$ cat src/rtl/rv32_pkg.sv
// -----------------------------------------------------------------------------
// rv32_pkg
// Shared definitions for the load/store stage: funct3 access-size encodings,
// the LSU state enum, the byte-enable width and a helper that maps funct3 to
// an access size. Reserved encodings map to word accesses.
// -----------------------------------------------------------------------------
package rv32_pkg;

    localparam logic [2:0] F3_B  = 3'b000;
    localparam logic [2:0] F3_H  = 3'b001;
    localparam logic [2:0] F3_W  = 3'b010;
    localparam logic [2:0] F3_BU = 3'b100;
    localparam logic [2:0] F3_HU = 3'b101;

    localparam int BE_WIDTH = 4;

    typedef enum logic [1:0] {
        IDLE = 2'd0,
        REQ  = 2'd1,
        RESP = 2'd2
    } lsu_state_t;

    typedef enum logic [1:0] {
        SZ_B = 2'd0,
        SZ_H = 2'd1,
        SZ_W = 2'd2
    } lsu_size_t;

    // Stores only define B/H/W. Loads also define BU/HU. Anything else is a word.
    function automatic lsu_size_t access_size(input logic [2:0] funct3,
                                              input logic       is_store);
        lsu_size_t size;
        if (is_store) begin
            case (funct3)
                F3_B:    size = SZ_B;
                F3_H:    size = SZ_H;
                default: size = SZ_W;
            endcase
        end else begin
            case (funct3)
                F3_B, F3_BU: size = SZ_B;
                F3_H, F3_HU: size = SZ_H;
                default:     size = SZ_W;
            endcase
        end
        return size;
    endfunction

endpackage

$ cat src/rtl/lsu_align.sv
// -----------------------------------------------------------------------------
// lsu_align
// Purely combinational lane logic for the load/store stage.
// Store side: byte-enable generation, store-data lane replication and the
//             misalignment check for the incoming instruction.
// Load side:  lane extraction and sign/zero extension of the returned word,
//             using the offset and funct3 captured when the load was accepted.
// Ports:
//   st_addr_lo  [1:0]  byte offset of the incoming access
//   st_funct3   [2:0]  funct3 of the incoming access
//   st_is_store        incoming access is a store (loads take priority)
//   st_data     [31:0] raw rs2 store value
//   be          [3:0]  byte enables
//   wdata       [31:0] lane-replicated store data
//   misaligned         access crosses its natural alignment
//   ld_addr_lo  [1:0]  byte offset of the outstanding load
//   ld_funct3   [2:0]  funct3 of the outstanding load
//   rdata       [31:0] memory read word
//   ld_data     [31:0] extracted and extended load value
// -----------------------------------------------------------------------------
module lsu_align
    import rv32_pkg::*;
(
    input  logic [1:0]          st_addr_lo,
    input  logic [2:0]          st_funct3,
    input  logic                st_is_store,
    input  logic [31:0]         st_data,
    output logic [BE_WIDTH-1:0] be,
    output logic [31:0]         wdata,
    output logic                misaligned,
    input  logic [1:0]          ld_addr_lo,
    input  logic [2:0]          ld_funct3,
    input  logic [31:0]         rdata,
    output logic [31:0]         ld_data
);

    lsu_size_t   st_size_s;
    logic [7:0]  ld_byte_s;
    logic [15:0] ld_half_s;

    assign st_size_s = access_size(st_funct3, st_is_store);

    // Byte enables, replicated store data and alignment check for the incoming access
    always_comb begin
        be         = 4'b0000;
        wdata      = st_data;
        misaligned = 1'b0;
        case (st_size_s)
            SZ_B: begin
                be    = 4'b0001 << st_addr_lo;
                wdata = {4{st_data[7:0]}};
            end
            SZ_H: begin
                be         = 4'b0011 << st_addr_lo;
                wdata      = {2{st_data[15:0]}};
                misaligned = st_addr_lo[0];
            end
            SZ_W: begin
                be         = 4'b1111;
                wdata      = st_data;
                misaligned = (st_addr_lo != 2'b00);
            end
            default: begin
                be         = 4'b1111;
                wdata      = st_data;
                misaligned = (st_addr_lo != 2'b00);
            end
        endcase
    end

    // Lane select from the returned word
    always_comb begin
        ld_byte_s = rdata[7:0];
        case (ld_addr_lo)
            2'd0:    ld_byte_s = rdata[7:0];
            2'd1:    ld_byte_s = rdata[15:8];
            2'd2:    ld_byte_s = rdata[23:16];
            2'd3:    ld_byte_s = rdata[31:24];
            default: ld_byte_s = rdata[7:0];
        endcase
        if (ld_addr_lo[1]) begin
            ld_half_s = rdata[31:16];
        end else begin
            ld_half_s = rdata[15:0];
        end
    end

    // Sign/zero extension by funct3; reserved encodings return the full word
    always_comb begin
        ld_data = rdata;
        case (ld_funct3)
            F3_B:    ld_data = {{24{ld_byte_s[7]}}, ld_byte_s};
            F3_BU:   ld_data = {24'h000000, ld_byte_s};
            F3_H:    ld_data = {{16{ld_half_s[15]}}, ld_half_s};
            F3_HU:   ld_data = {16'h0000, ld_half_s};
            default: ld_data = rdata;
        endcase
    end

endmodule

$ cat src/rtl/lsu_stage.sv
// -----------------------------------------------------------------------------
// lsu_stage
// Memory stage after the execute ALU. Non-memory ops pass the ALU result
// straight to writeback; legal loads/stores are issued on a single-port
// req/gnt/rvalid memory interface; misaligned accesses are flagged and never
// issued. Exactly one registered writeback pulse per accepted instruction.
// Ports:
//   clk, rst_n                       clock, async active-low reset
//   in_valid / in_ready              handshake from execute (ready only in IDLE)
//   in_is_load, in_is_store          op type (load wins if both set)
//   in_funct3, in_addr               access size/sign, ALU result
//   in_store_data, in_rd             rs2 value, destination register
//   dmem_req/we/addr/wdata/be        memory request, held until dmem_gnt
//   dmem_gnt, dmem_rvalid, dmem_rdata  memory grant and read return
//   wb_valid/rd/data/we              writeback record
//   misaligned                       qualifies wb_valid for rejected accesses
// -----------------------------------------------------------------------------
module lsu_stage
    import rv32_pkg::*;
#(
    parameter int ADDR_WIDTH = 32,
    parameter int RD_WIDTH   = 5
) (
    input  logic                  clk,
    input  logic                  rst_n,
    input  logic                  in_valid,
    output logic                  in_ready,
    input  logic                  in_is_load,
    input  logic                  in_is_store,
    input  logic [2:0]            in_funct3,
    input  logic [ADDR_WIDTH-1:0] in_addr,
    input  logic [31:0]           in_store_data,
    input  logic [RD_WIDTH-1:0]   in_rd,
    output logic                  dmem_req,
    output logic                  dmem_we,
    output logic [ADDR_WIDTH-1:0] dmem_addr,
    output logic [31:0]           dmem_wdata,
    output logic [BE_WIDTH-1:0]   dmem_be,
    input  logic                  dmem_gnt,
    input  logic                  dmem_rvalid,
    input  logic [31:0]           dmem_rdata,
    output logic                  wb_valid,
    output logic [RD_WIDTH-1:0]   wb_rd,
    output logic [31:0]           wb_data,
    output logic                  wb_we,
    output logic                  misaligned
);

    lsu_state_t            state_r;
    lsu_state_t            next_state_s;
    logic                  accept_s;
    logic                  is_mem_s;
    logic                  eff_store_s;
    logic                  mis_s;
    logic [BE_WIDTH-1:0]   be_s;
    logic [31:0]           wdata_s;
    logic [31:0]           ld_data_s;
    logic [31:0]           addr_word_s;
    logic [1:0]            addr_lo_r;
    logic [2:0]            funct3_r;
    logic                  is_store_r;
    logic [RD_WIDTH-1:0]   rd_r;

    assign in_ready    = (state_r == IDLE);
    assign accept_s    = in_valid & in_ready;
    assign is_mem_s    = in_is_load | in_is_store;
    assign eff_store_s = in_is_store & ~in_is_load;
    assign addr_word_s = 32'(in_addr);

    lsu_align u_align (
        .st_addr_lo  (in_addr[1:0]),
        .st_funct3   (in_funct3),
        .st_is_store (eff_store_s),
        .st_data     (in_store_data),
        .be          (be_s),
        .wdata       (wdata_s),
        .misaligned  (mis_s),
        .ld_addr_lo  (addr_lo_r),
        .ld_funct3   (funct3_r),
        .rdata       (dmem_rdata),
        .ld_data     (ld_data_s)
    );

    // State register
    always_ff @(posedge clk or negedge rst_n) begin
        if (!rst_n) begin
            state_r <= IDLE;
        end else begin
            state_r <= next_state_s;
        end
    end

    // Next-state logic; gnt/rvalid only matter in their own states
    always_comb begin
        next_state_s = state_r;
        case (state_r)
            IDLE: begin
                if (accept_s && is_mem_s && !mis_s) begin
                    next_state_s = REQ;
                end else begin
                    next_state_s = IDLE;
                end
            end
            REQ: begin
                if (dmem_gnt) begin
                    if (is_store_r) begin
                        next_state_s = IDLE;
                    end else begin
                        next_state_s = RESP;
                    end
                end else begin
                    next_state_s = REQ;
                end
            end
            RESP: begin
                if (dmem_rvalid) begin
                    next_state_s = IDLE;
                end else begin
                    next_state_s = RESP;
                end
            end
            default: next_state_s = IDLE;
        endcase
    end

    // Fields of the issued access needed after it leaves IDLE
    always_ff @(posedge clk or negedge rst_n) begin
        if (!rst_n) begin
            addr_lo_r  <= 2'b00;
            funct3_r   <= 3'b000;
            is_store_r <= 1'b0;
            rd_r       <= {RD_WIDTH{1'b0}};
        end else if (accept_s) begin
            addr_lo_r  <= in_addr[1:0];
            funct3_r   <= in_funct3;
            is_store_r <= eff_store_s;
            rd_r       <= in_rd;
        end
    end

    // Registered memory request and writeback record
    always_ff @(posedge clk or negedge rst_n) begin
        if (!rst_n) begin
            dmem_req   <= 1'b0;
            dmem_we    <= 1'b0;
            dmem_addr  <= {ADDR_WIDTH{1'b0}};
            dmem_wdata <= 32'h0000_0000;
            dmem_be    <= 4'b0000;
            wb_valid   <= 1'b0;
            wb_rd      <= {RD_WIDTH{1'b0}};
            wb_data    <= 32'h0000_0000;
            wb_we      <= 1'b0;
            misaligned <= 1'b0;
        end else begin
            // Writeback strobes are single-cycle pulses
            wb_valid   <= 1'b0;
            wb_we      <= 1'b0;
            misaligned <= 1'b0;
            case (state_r)
                IDLE: begin
                    if (accept_s) begin
                        if (!is_mem_s) begin
                            wb_valid <= 1'b1;
                            wb_we    <= 1'b1;
                            wb_rd    <= in_rd;
                            wb_data  <= addr_word_s;
                        end else if (mis_s) begin
                            wb_valid   <= 1'b1;
                            misaligned <= 1'b1;
                            wb_rd      <= in_rd;
                            wb_data    <= addr_word_s;
                        end else begin
                            dmem_req   <= 1'b1;
                            dmem_we    <= eff_store_s;
                            dmem_addr  <= {in_addr[ADDR_WIDTH-1:2], 2'b00};
                            dmem_be    <= be_s;
                            dmem_wdata <= wdata_s;
                        end
                    end
                end
                REQ: begin
                    if (dmem_gnt) begin
                        dmem_req <= 1'b0;
                        if (is_store_r) begin
                            wb_valid <= 1'b1;
                            wb_rd    <= rd_r;
                            wb_data  <= 32'h0000_0000;
                        end
                    end
                end
                RESP: begin
                    if (dmem_rvalid) begin
                        wb_valid <= 1'b1;
                        wb_we    <= 1'b1;
                        wb_rd    <= rd_r;
                        wb_data  <= ld_data_s;
                    end
                end
                default: begin
                    dmem_req <= 1'b0;
                end
            endcase
        end
    end

endmodule

$ cat config.mk
export PLATFORM = sky130hd
export DESIGN_NAME = lsu_stage
export DESIGN_NICKNAME = d
export VERILOG_FILES = /design/src/rtl/rv32_pkg.sv /design/src/rtl/lsu_align.sv /design/src/rtl/lsu_stage.sv
export SDC_FILE = /design/constraint.sdc
export NUM_CORES = 1
export LEC_CHECK = 0
export BUFFER_PORTS_ARGS = -buffer_cell sky130_fd_sc_hd__buf_2
export CORE_MARGIN = 1
export CORE_UTILIZATION = 47
export CTS_BUF_LIST = sky130_fd_sc_hd__clkbuf_8
export DETAILED_ROUTE_END_ITERATION = 6
export PLACE_DENSITY = 0.88
export SLEW_MARGIN = 25
export SYNTH_ARGS = -nofsm -noshare
export SYNTH_HDL_FRONTEND = slang
export SYNTH_SLANG_ARGS = --single-unit
$ cat constraint.sdc
create_clock -name clk -period 2.1 [get_ports clk]
set_input_delay 0.525 -clock clk [delete_from_list [all_inputs] [get_ports clk]]
set_output_delay 0.525 -clock clk [all_outputs]
set_load 0.05 [all_outputs]
### Word level (Yosys, flattened, before mapping)

Cells that the tools add are included.

| storage, ports and cells | value |
|---|---|
| flip-flop bits (word level) | 121 |
| input bits | 111 |
| bits in writable memories | 0 |
| latch bits | 0 |
| output and inout bits | 111 |
| memories | 0 |
| bits in read-only memories | 0 |

| cells by class | value |
|---|---|
| add/sub/neg operators | 0 |
| div/mod/pow operators | 0 |
| $mul | 0 |
| reductions and logical operators | 15 |
| bitwise operators | 6 |
| eq/ne operators | 19 |
| mux-type cells | 46 |
| order comparisons | 0 |
| shift-type cells | 2 |

Operators by type and width:

| cell | count |
|---|---|
| 32-bit 2-to-1 mux | 6 |
| 32-bit one-hot mux with 4 select lines | 1 |
| 32-bit one-hot mux with 3 select lines | 1 |
| 32-bit one-hot mux with 2 select lines | 1 |
| 8-bit one-hot mux with 4 select lines | 1 |
| 5-bit 2-to-1 mux | 6 |
| 1-bit 2-to-1 mux | 16 |
| 16-bit 2-to-1 mux | 1 |
| 5-bit one-hot mux with 3 select lines | 1 |
| 3-bit equality test, second input constant | 4 |
| 2-bit 2-to-1 mux | 4 |
| 2-bit inequality test, second input constant | 4 |
| 2-bit one-hot mux with 2 select lines | 2 |
| 4-bit one-hot mux with 2 select lines | 1 |
| 2-bit by 1-bit equality test with 1-bit output, second input constant | 3 |
| 2-bit equality test, second input constant | 3 |
| 3-bit by 1-bit equality test with 1-bit output, second input constant | 2 |
| 2-bit zero test | 3 |
| 3-bit zero test | 2 |
| 1-bit one-hot mux with 3 select lines | 2 |
| 2-bit one-hot mux with 3 select lines | 1 |
| 6-bit AND reduction | 1 |
| 5-bit AND reduction | 1 |
| 2-bit by 1-bit inequality test with 1-bit output, second input constant | 2 |
| other kinds (13) | 19 |

### Logic depth before layout (Yosys ltp)

| depth | value |
|---|---|
| depth in word-level cells | 10 |
| mapped depth | 9 |
| mapped depth without buffers | 7 |

### Cells and area by module

A second synthesis with hierarchy kept.

| second synthesis, totals | value |
|---|---|
| cells, all modules | 594 |
| area, all modules | 6,419.9 µm² |

Modules (own cells, without submodules):

| module | times used | area each (µm²) | cells an instance |
|---|---|---|---|
| lsu_stage | 1 | 5,235.0 | 393 |
| lsu_align | 1 | 1,184.9 | 201 |

### Worst setup path before layout

No wires, ideal clock.

| timing | value |
|---|---|
| path kind | flip-flop to flip-flop |
| start | reg state_r[0] |
| end | reg wb_data[16] |
| cell stages (with the launch flop) | 8 |
| path slack | -378 ps |
| arrival | 2,353 ps |
| data required time | 1,975 ps |
| buffers on the path | 1 |
| cell sequence | dfrtp_1 > inv_1 > ha_1 > nor2b_1 > a221o_1 > a211oi_4 > buf_6 > mux2_4 |

| between the ends | value |
|---|---|
| longest elaborated chain between the ends | 4 |
| elaborated cells on any way between the ends | 12 |
| those cells by class | eq/ne (7); mux (1); bitwise (1); reduce/logical (3) |

Ends and longest elaborated chain:

| what | line | source |
|---|---|---|
| start: declaration | lsu_stage.sv:49 | `lsu_state_t state_r;` |
| start signal: assignment | lsu_stage.sv:89 | `state_r <= next_state_s;` |
| 2-bit zero test * | lsu_stage.sv:64 | `assign in_ready = (state_r == IDLE);` |
| net in_ready | lsu_stage.sv:27 | `output logic in_ready,` |
| 1-bit bitwise AND | lsu_stage.sv:65 | `assign accept_s = in_valid & in_ready;` |
| 2-bit by 1-bit inequality test with 1-bit output (no source line) | n/a |  |
| 6-bit AND reduction (no source line) | n/a |  |
| end signal: assignment | lsu_stage.sv:166 | `wb_data <= addr_word_s;` |
| end signal: assignment | lsu_stage.sv:171 | `wb_data <= addr_word_s;` |
| end signal: assignment | lsu_stage.sv:196 | `wb_data <= ld_data_s;` |
| end: declaration | lsu_stage.sv:44 | `output logic [31:0] wb_data,` |

The timed path passes the listed nets; every way through them passes the cells marked *.
A chain may end at the register's enable or synchronous reset.

### Worst setup path after layout

| timing | value |
|---|---|
| start | reg state_r[1] |
| end | reg wb_data[22] |

| between the ends | value |
|---|---|
| longest elaborated chain between the ends | 4 |
| elaborated cells on any way between the ends | 12 |
| those cells by class | eq/ne (7); mux (1); bitwise (1); reduce/logical (3) |

Ends and longest elaborated chain:

| what | line |
|---|---|
| 2-bit zero test | lsu_stage.sv:64, lsu_stage.sv:159 |
| 1-bit bitwise AND | lsu_stage.sv:65 |
| 2-bit by 1-bit inequality test with 1-bit output (no source line) | n/a |
| 6-bit AND reduction (no source line) | n/a |

Parallel ways exist; a longest one is shown, timed or not.

==> summary.txt <==
STA
  – Final Setup Violations: 0
  – Fin Hold WS: 0.289 ns
  – Fin. Hold Viols: 0
  – Final Critical Period: 2.08 ns
  – Max_slew headroom: 0.531
  – Worst-margin pin slew: 0.703 ns
  – Max frequency: 482 MHz
  – Tcrit/Tclk final: 0.989
  – Max-slew violation total from the final report: 0
  – Worst-case clock skew: 0.0106 ns
  – Unrepaired setup endpoints after global routing: true
  – Fin Setup TNS: 0 ns

Worst setup path
  – CP max-delay cell: dfrtp_1
  – Critical path fanouts, max: 8
  – Crit path to: wb_data[22]$_DFFE_PN0P_
  – CP startpoint kind: register
  – CP Cell Sequence: inv_2, ha_4, nor2b_4, a221o_1, a211oi_4, buf_6, clkbuf_16, mux2_4
  – FF-to-FF path depth: 8
  – RR Endpoint: wb_data[22]$_DFFE_PN0P_
  – Reg-to-reg slack, setup: 0.02 ns
  – WP data arrival: 2.40 ns
  – CP required: 2.43 ns
  – Worst R2R Start: state_r[1]$_DFF_PN0_
  – Critical Path Start: state_r[1]$_DFF_PN0_
  – Crit-path max cell delay: 0.39 ns
  – Kind of critical path: reg -> reg
  – Worst setup EP type: register

CTS
  – Clock Tree Root: clkbuf_8
  – Clock Sink Count: 121
  – Clk Latency, worst-skew pair: 0.44 ns
  – Clk slew on worst S/H paths: 0.08 ns
  – CTS Buf Count: 17
  – CTS tree: yes
  – H-tree depth: 4
  – CTS max path bufs: 2

Die
  – Num ports: 222
  – Core Box Area: 12800 µm²
  – Row count: 41
  – Die Span Y: 117 µm
  – Area of the die: 13800 µm²
  – Die W: 117 µm
  – Initial Utilization: 0.488

Logic synthesis
  – Asr flop ratio synth: 1.00
  – Yosys reg bits: 121
  – EDFF count, synth: 0
  – Yosys cell types: 50
  – Syn. warnings: 0
  – Mapped Area: 6260 µm²
  – Mean Syn Cell Area: 9.69 µm²
  – Main synth FF type: dfrtp_1
  – Sequential fraction of the synthesis area: 0.484
  – Syn Inst Count: 646

Layout
  – Area growth, synth to finish: 32.9%
  – Final net count: 996
  – Layout filler cell count: 1031
  – Leading cell types in the layout, fill and taps excluded: 218 x buf_2, 157 x nand2_1, 121 x dfrtp_1
  – Area occupied by multi-input gates: 3010 µm²
  – Design area: 8320 µm²
  – Commonest non-fill, non-tap cell in the layout: buf_2
  – Register area: 3030 µm²
  – Share of layout cells above drive strength 1: 0.395

Global routing
  – All-Layer GR Usage: 0.271
  – Largest net degree at the start of global routing: 71
  – Initial antenna violation count: 2
  – Grt ovf: 0
  – First-pass GRT wire length: 29000 µm
  – Vias in the first global route: 5525

Routing
  – Met2 WL: 8770 µm
  – DRT met1 WL: 8210 µm
  – # DRC: 0
  – DR WL met3: 1350 µm
  – DRT Pass-1 Iters: 6
  – Via count: 5857
  – Starting DRT DRC Count: 581
  – Top layer in use: met5
  – Via density: 5.49
  – Antenna Violating Nets Remaining: 0
  – WL per Instance: 17.9 µm
  – Final wirelength: 19000 µm

Flow run
  – Max-cap violations: 0

Place
  – Final Wtd Congestion: 0.893
  – HPWL Detailed: 13700 µm
  – Buffers on Ports: 219
  – Cell Area, Placed: 7770 µm²

Outcome
  – Status: finished clean

Hold path
  – Worst hold path class: in -> reg

Power
  – Static Leak: 0.00426 µW
  – Pwr/cell area: 1680 nW/µm²
  – VDD IR max: 1.06 mV
  – Tot Pwr: 14000 µW
-- routing by layer --
layer | track usage | vias to the layer above
met4 | 0.140 | 2
met3 | 0.0812 | 61
met1 | 0.351 | 2772
met5 | 0 | -
met2 | 0.409 | 291
li1 | - | 2731
-- worst min path at each step --
| stage | from | to | slack [ns] | cells after the start |
|---|---|---|---|---|
| after floorplan | rst_n | addr_lo_r[0]$_DFFE_PN0P_ | 0.23 | 0 |
| after global placement | rst_n | dmem_wdata[21]$_DFFE_PN0P_ | 0.33 | 1 |
| after detailed placement | rst_n | dmem_wdata[21]$_DFFE_PN0P_ | 0.34 | 1 |
| after CTS | in_addr[19] | dmem_addr[19]$_DFFE_PN0P_ | 0.26 | 3 |
| after global routing | in_addr[19] | dmem_addr[19]$_DFFE_PN0P_ | 0.27 | 3 |
| final | in_addr[19] | dmem_addr[19]$_DFFE_PN0P_ | 0.29 | 3 |
-- flip-flops by register name (all words and copies together), names as in the netlist, 2 cells and up --
| signal | count |
|---|---|
| dmem_be | 4 |
| state_r | 2 |
| addr_lo_r | 2 |
| rd_r | 5 |
| dmem_addr | 30 |
| wb_data | 32 |
| wb_rd | 5 |
| funct3_r | 3 |
| dmem_wdata | 32 |
-- stage by stage --
stage | cells | util | setup WS [ns]
3_3_place_gp | 1029 | 0.606 | -0.138
5_1_grt | 1067 | 0.649 | -0.0293
3_5_place_dp | 1029 | 0.606 | -0.170
4_1_cts | 1062 | 0.639 | 0.0118
2_1_floorplan | 647 | - | -0.141
6_report | 1067 | 0.649 | 0.0237
-- synthesized netlist by cell type (all sizes together), types with 4 or more instances --
cell type / count / share of area
nor3: 5 / 0.0040
o22ai: 9 / 0.0090
nor2: 17 / 0.011
a21oi: 38 / 0.032
buf: 14 / 0.015
o21ai: 66 / 0.055
nand3: 6 / 0.0048
mux2i: 37 / 0.059
ha: 4 / 0.0080
mux2: 46 / 0.095
a32oi: 16 / 0.022
a22o: 6 / 0.0084
o2bb2ai: 4 / 0.0056
nor2b: 5 / 0.0050
dfrtp: 121 / 0.48
a2bb2oi: 4 / 0.0056
nand2: 157 / 0.094
nand2b: 5 / 0.0050
a31oi: 4 / 0.0040
inv: 14 / 0.0084
a221oi: 5 / 0.0070
clkbuf: 36 / 0.022
-- report_power, final --
part / total [µW] / internal, µW / switching (µW)
combinational: 7910 / 2420 / 5480
clock: 2180 / 1220 / 957
sequential: 3900 / 3320 / 582
-- layout make-up --
cell class / count / area share
inverter: 15 / 0.00676
multi-input combinational: 461 / 0.362
clock inverter: 13 / 0.0182
antenna: 1 / 0.000301
clock buffer: 19 / 0.0314
timing repair buffer: 265 / 0.192
tap: 172 / 0.0259
sequential: 121 / 0.364
-- cell families (layout without fill, tap and decap cells) --
logic type                 count (synthesis)  in the layout  share of synthesized area
other                                      1              3                   0.000599
buffers and inverters                     65            312                     0.0460
AOI/OAI and AO/OA                        168            168                      0.175
adders and majority gates                  4              4                    0.00799
DFF                                      121            121                      0.484
and+or+nand+nor                          204            204                      0.133
muxes                                     83             83                      0.154
-- repair_timing --
item,in CTS,in global routing
hold buffers,1,0
resized for setup,0,21
buffers inserted,0,1
endpoints found under the setup margin,0,37
hold endpoints to repair,2,0
-- worst max-delay path: cells and delay by family (launching register included) --
family / cells / cell delay, ns
adder cells (fa/ha/maj): 1 / 0.16
AO/OA/AOI/OAI: 2 / 0.55
multiplexers: 1 / 0.31
flip-flops: 1 / 0.39
AND/OR/NAND/NOR: 1 / 0.12
buffers and inverters: 3 / 0.44
Note: power is estimated with default switching activity, not from simulation.
